--- src/rtl/dmem_arb_pkg.sv ---
// Shared types and constants for the two-requester data-memory arbiter.
// Defines the FSM state type, the requester id type and the id constants.
package dmem_arb_pkg;

    typedef enum logic [1:0] {
        IDLE   = 2'd0,
        ACCESS = 2'd1,
        RESP   = 2'd2
    } state_t;

    typedef logic req_id_t;

    localparam req_id_t REQ_CPU = 1'b0;
    localparam req_id_t REQ_DMA = 1'b1;

    // One-hot request-vector bit for a requester id
    function automatic logic [1:0] id_onehot(input req_id_t id);
        return (id == REQ_DMA) ? 2'b10 : 2'b01;
    endfunction

endpackage

--- src/rtl/arb_rr_select.sv ---
// Two-way round-robin selector (purely combinational).
// A masked requester is never eligible; with both eligible the one that
// did not win last time is chosen.
module arb_rr_select
    import dmem_arb_pkg::*;
(
    input  logic [1:0] i_req,
    input  logic [1:0] i_mask,
    input  req_id_t    i_last_grant,
    output logic       o_valid,
    output req_id_t    o_grant
);

    logic [1:0] w_elig;

    assign w_elig = i_req & ~i_mask;

    // Pick the single eligible requester, or alternate when both compete
    always_comb begin
        o_valid = |w_elig;
        o_grant = REQ_CPU;
        if (w_elig == 2'b11) begin
            o_grant = ~i_last_grant;
        end else if (w_elig == 2'b10) begin
            o_grant = REQ_DMA;
        end
    end

endmodule

--- src/rtl/dmem_arbiter.sv ---
// Arbiter sharing the single-port dmem between the CPU data port (0) and the
// DMA/debug loader port (1). One access per grant: IDLE -> ACCESS -> RESP,
// with back-to-back grants issued from RESP.
// Optional feature: define ARB_LOCK_EN to let a winner keep ownership via its
// lock input for up to MAX_LOCK consecutive grants.
module dmem_arbiter
    import dmem_arb_pkg::*;
#(
    parameter int AW       = 32,
    parameter int DW       = 32,
    parameter int MAX_LOCK = 8
) (
    input  logic          clk,
    input  logic          reset,
    input  logic          req0,
    input  logic          req1,
    input  logic          we0,
    input  logic          we1,
    input  logic [AW-1:0] addr0,
    input  logic [AW-1:0] addr1,
    input  logic [DW-1:0] wdata0,
    input  logic [DW-1:0] wdata1,
    input  logic          lock0,
    input  logic          lock1,
    output logic          ack0,
    output logic          ack1,
    output logic [DW-1:0] rdata0,
    output logic [DW-1:0] rdata1,
    output logic          mem_we,
    output logic [AW-1:0] mem_a,
    output logic [DW-1:0] mem_wd,
    input  logic [DW-1:0] mem_rd,
    output logic          busy
);

    state_t        r_state;
    req_id_t       r_winner;
    req_id_t       r_last_grant;
    logic          r_we;
    logic [AW-1:0] r_addr;
    logic [DW-1:0] r_wdata;
    logic [1:0]    r_ack;
    logic [DW-1:0] r_rdata [2];

    logic [1:0]    w_req;
    logic [1:0]    w_mask;
    logic          w_keep;
    logic          w_sel_valid;
    req_id_t       w_sel_grant;
    logic          w_finish;

    assign w_req    = {req1, req0};
    assign w_finish = (r_state == ACCESS);

`ifdef ARB_LOCK_EN
    localparam int CW = $clog2(MAX_LOCK + 1);

    logic [1:0]    w_lock;
    logic [CW-1:0] r_lock_cnt;
    logic          r_owned;
    logic [CW-1:0] w_cnt_inc;

    assign w_lock    = {lock1, lock0};
    assign w_cnt_inc = r_lock_cnt + CW'(1);
    // Owner is re-granted only while it still requests
    assign w_keep    = r_owned && w_req[r_winner];

    // Track ownership: set by lock in ACCESS, dropped by unlock, idle owner or the grant cap
    always_ff @(posedge clk) begin
        if (reset) begin
            r_owned    <= 1'b0;
            r_lock_cnt <= '0;
        end else if (r_state == ACCESS) begin
            if (w_lock[r_winner] && (w_cnt_inc < CW'(MAX_LOCK))) begin
                r_owned    <= 1'b1;
                r_lock_cnt <= w_cnt_inc;
            end else begin
                r_owned    <= 1'b0;
                r_lock_cnt <= '0;
            end
        end else if ((r_state == RESP) && r_owned && !w_req[r_winner]) begin
            r_owned    <= 1'b0;
            r_lock_cnt <= '0;
        end
    end
`else
    logic w_unused_lock;

    assign w_keep        = 1'b0;
    assign w_unused_lock = lock0 ^ lock1 ^ (MAX_LOCK > 0);
`endif

    // In RESP mask the just-served requester, or the other one while ownership is kept
    always_comb begin
        w_mask = 2'b00;
        if (r_state == RESP) begin
            w_mask = w_keep ? id_onehot(~r_winner) : id_onehot(r_winner);
        end
    end

    arb_rr_select u_sel (
        .i_req        (w_req),
        .i_mask       (w_mask),
        .i_last_grant (r_last_grant),
        .o_valid      (w_sel_valid),
        .o_grant      (w_sel_grant)
    );

    // Main FSM: latch the winner's transaction, run one access, then respond
    always_ff @(posedge clk) begin
        if (reset) begin
            r_state      <= IDLE;
            r_winner     <= REQ_CPU;
            r_last_grant <= REQ_DMA;
            r_we         <= 1'b0;
            r_addr       <= '0;
            r_wdata      <= '0;
        end else begin
            case (r_state)
                IDLE, RESP: begin
                    if (w_sel_valid) begin
                        r_winner <= w_sel_grant;
                        r_we     <= (w_sel_grant == REQ_DMA) ? we1 : we0;
                        r_addr   <= (w_sel_grant == REQ_DMA) ? addr1 : addr0;
                        r_wdata  <= (w_sel_grant == REQ_DMA) ? wdata1 : wdata0;
                        r_state  <= ACCESS;
                    end else begin
                        r_state  <= IDLE;
                    end
                end
                ACCESS: begin
                    r_last_grant <= r_winner;
                    r_state      <= RESP;
                end
                default: r_state <= IDLE;
            endcase
        end
    end

    // Per-requester response: ack pulse and read-data capture at the end of ACCESS
    for (genvar gi = 0; gi < 2; gi++) begin : g_resp
        localparam req_id_t ID = req_id_t'(gi);

        always_ff @(posedge clk) begin
            if (reset) begin
                r_ack[gi]   <= 1'b0;
                r_rdata[gi] <= '0;
            end else begin
                r_ack[gi] <= w_finish && (r_winner == ID);
                if (w_finish && (r_winner == ID) && !r_we) begin
                    r_rdata[gi] <= mem_rd;
                end
            end
        end
    end

    // Reset also gates the write strobe so a write in flight is not committed
    // on the reset edge.
    assign mem_we = (r_state == ACCESS) && r_we && !reset;
    assign mem_a  = r_addr;
    assign mem_wd = r_wdata;
    assign busy   = (r_state != IDLE);
    assign ack0   = r_ack[0];
    assign ack1   = r_ack[1];
    assign rdata0 = r_rdata[0];
    assign rdata1 = r_rdata[1];

endmodule

--- config.mk ---
export PLATFORM = sky130hd
export DESIGN_NAME = dmem_arbiter
export DESIGN_NICKNAME = d
export VERILOG_FILES = /design/src/rtl/dmem_arb_pkg.sv /design/src/rtl/arb_rr_select.sv /design/src/rtl/dmem_arbiter.sv
export SDC_FILE = /design/constraint.sdc
export NUM_CORES = 1
export LEC_CHECK = 0
export CORE_AREA = 3 3 124 126
export DETAILED_ROUTE_END_ITERATION = 8
export DIE_AREA = 0 0 127 129
export PLACE_DENSITY = 0.88
export SYNTH_ARGS = -nofsm -noshare
export SYNTH_HDL_FRONTEND = slang
export SYNTH_SLANG_ARGS = --single-unit
--- constraint.sdc ---
create_clock -name clk -period 3.56 [get_ports clk]
set_clock_uncertainty 0.2 [all_clocks]
set_input_delay 0.712 -clock clk [delete_from_list [all_inputs] [get_ports clk]]
set_output_delay 0.712 -clock clk [all_outputs]
set_load 0.02 [all_outputs]
==> impl_metrics.ini <==
[outcome]
outcome = finished clean

[floorplanning]
ios = 300
fp.dieW_microns = 127
die-height_microns = 129
coreArea_sq_um = 14400
rows = 44
start_util_pct = 44.6
die_area_sq_um = 16400

[critical_path]
cp.depth = 6
r2r_start = r_state[1]
slowest_stage = o211a_4
start_kind = primary input
r2r_setup_slack_ps = 960
max_stage_delay_ps = 790
cp-endpoint = mem_a[12]
crit_chain = clkdlybuf4s50_1 > nand2_1 > o211a_4 > buf_4 > a211oi_1 > a221oi_1
reg2reg_to = mem_a[12]
critical_path.top_delay_family = compound AO/OA/AOI/OAI gates
path_class = in -> reg
ff2ff_path_depth = 5
worstPathMaxFanout = 57
cp_data_required_time_ps = 3660
arrival_ps = 3010
crit_path_start = req0
critPathBufInv = 2
crit_path_end_kind = register

[routing]
dr.first_iter.drc_count = 290
wl_per_cell_microns = 19.4
ant_nets = 0
met3WireLength_microns = 1820
top_layer_used = met4
drc = 0
met2RoutedLength_microns = 9930
drt-met1-wl_microns = 7570
via_count = 5508
vias_per_cell = 5.45
drtPass1Iterations = 5
finalWirelength_microns = 19600

[layout]
diodes = 0
drive_above_1_share_pct = 18.6
fillers = 999
nets = 982
area_delta_synth_final_pct = 55.7

[cts]
insertion_delay_ps = 410
cts_resized = 0
cts_max_path_buffers = 2
clock_sinks = 135
cts_tree = built
cts_made_buffers = 17
post_cts_buffers = 0
clk_pin_slew_ps = 60
cts-hold-fix-buffers = 0
cts_root_buf = clkbuf_16
cts.htree.levels = 4

[power]
power_switching_mw = 1.34
pwr-share-seq_pct = 38.3
p_int_mw = 3.44
peakVddDrop_mv = 0.277
pwr-share-comb_pct = 24.2
p_total_mw = 4.78
power.share.switching_pct = 28.1
powerDensity_nw_per_um2 = 477
pwr-share-clk_pct = 37.5
power_leakage_nw = 3.78

[global_route]
grt.overflow.total = 0
track_usage_pct = 23.2
grt_start_max_net_pins = 68
grt_pass1_wl_microns = 29800
antenna_found_initial = 0
grt_pass1_vias = 5562

[sta]
period_needed_ps = 2910
rsz0062_at_grt = false
worst_pin_slew_ps = 983
fmax_mhz = 344
slew_viol_final = 0
period_share_pct = 81.6
setup_viol = 0
relSlewSlack_pct = 34.4
final_hold_viol_count = 0
setup-tns-final_ps = 0

[worst_hold_path]
hp-class = reg -> reg
holdCritStartpoint = mem_a[29]

[logic_synthesis]
yosysWarnings = 0
synth_area_sq_um = 6430
synthFlopType = dfxtp_1
synth_edf_count = 64
async_flop_share_pct = 0
synthesis.nets = 707
yosys.cell_types.count = 37
syn_avg_cell_area_sq_um = 11.9
ys_seq_elements = 135
yosysSeqAreaShare_pct = 52.0
syn_inst = 539

[placement]
io_buffers = 297
hpwlAfterDp_microns = 13500
globalplace.congestion = 0.810

[run]
drv_cap = 0
-- Yosys cell counts, types with 2 or more instances --
library cell	n	area, sq um
dfxtp_1	71	1420
clkbuf_1	14	52.6
nand2_1	67	251
buf_6	5	56.3
inv_1	65	244
buf_12	3	60.1
a221oi_2	50	751
buf_2	14	70.1
buf_8	3	45.0
nor2_1	4	15.0
clkbuf_4	2	15.0
edfxtp_1	64	1920
and2_1	33	206
a211oi_2	50	626
buf_4	12	90.1
and3_1	33	206
a221oi_1	15	131
a211oi_1	15	113
-- metal layers --
layer / global-route usage [%] / up-vias
li1: - / 2517
met4: 7.26 / 0
met1: 27.7 / 2680
met5: 0 / -
met2: 39.9 / 288
met3: 7.39 / 23
-- cells in the final DEF, fill, tap and decap left out, drive strengths merged, types with 3 or more instances in the layout --
cell type and n:
nor2 4, and3 33, clkbuf 18, a221oi 65, clkinv 4, and2 33, clkinvlp 4, inv 69
bufinv 3, a211oi 65, clkdlybuf4s50 296, nand2 67, buf 13, edfxtp 64, dfxtp 71
-- sequential cells by signal, indices dropped and copies added (netlist names) --
signal,count
r_rdata,64
mem_a,32
mem_wd,32
r_state,2
ack0,1
ack1,1
r_last_grant,1
r_we,1
r_winner,1
-- worst min-delay path by stage --
stage | cells past startpoint | slack, ps | end
final | 2 | 260 | mem_a[29]
after global routing | 2 | 280 | mem_a[15]
after CTS | 2 | 260 | mem_a[29]
after detailed placement | 2 | 250 | mem_a[23]
after global placement | 2 | 250 | mem_wd[30]
after floorplan | 2 | 300 | r_we
-- cells by family after synthesis --
family	count (synthesis)	share of synthesized area [%]
flops	135	52.0
compound gates	139	26.5
buf+inv	119	9.90
simple gates	146	11.6
-- stage by stage --
| step | hold WS [ps] | setup slack, ps | utilization (%) | std cells | area, sq um |
|---|---|---|---|---|---|
| finish | 260 | 653 | 69.4 | 1011 | 10000 |
| global route | 280 | 537 | 69.4 | 1011 | 10000 |
| CTS | 263 | 677 | 69.4 | 1011 | 10000 |
| detailed placement | 251 | 254 | 65.2 | 979 | 9410 |
| global placement | 247 | 370 | 65.2 | 979 | 9410 |
| floorplan | 297 | 920 | - | 539 | 6430 |
-- worst reg2reg max path, stage by stage (launching register included) --
cell and delay, ps:
dfxtp_1 470, and2b_1 250, o211a_4 800, buf_4 380
a211oi_1 90, a221oi_1 310
-- power by group through the flow --
stage / logic [mW] / registers, mW / clock network (mW)
after global routing: 1.22 / 1.84 / 1.89
after detailed placement: 1.16 / 1.86 / 0
after floorplan: 0.474 / 2.01 / 0
after global placement: 1.13 / 1.85 / 0
after CTS: 1.17 / 1.83 / 1.82
final: 1.16 / 1.83 / 1.79
-- final cells by class --
| cell class | instances | area [sq um] | share of cell area, % |
|---|---|---|---|
| clock buffers | 18 | 429 | 4.29 |
| clock inverters | 14 | 174 | 1.74 |
| well taps | 184 | 230 | 2.30 |
| repair buffers | 309 | 3110 | 31.1 |
| inverters | 66 | 248 | 2.47 |
| multi-input cells | 285 | 2480 | 24.8 |
| flip-flops and latches | 135 | 3340 | 33.4 |
Note: power is estimated with default switching activity, not from simulation.
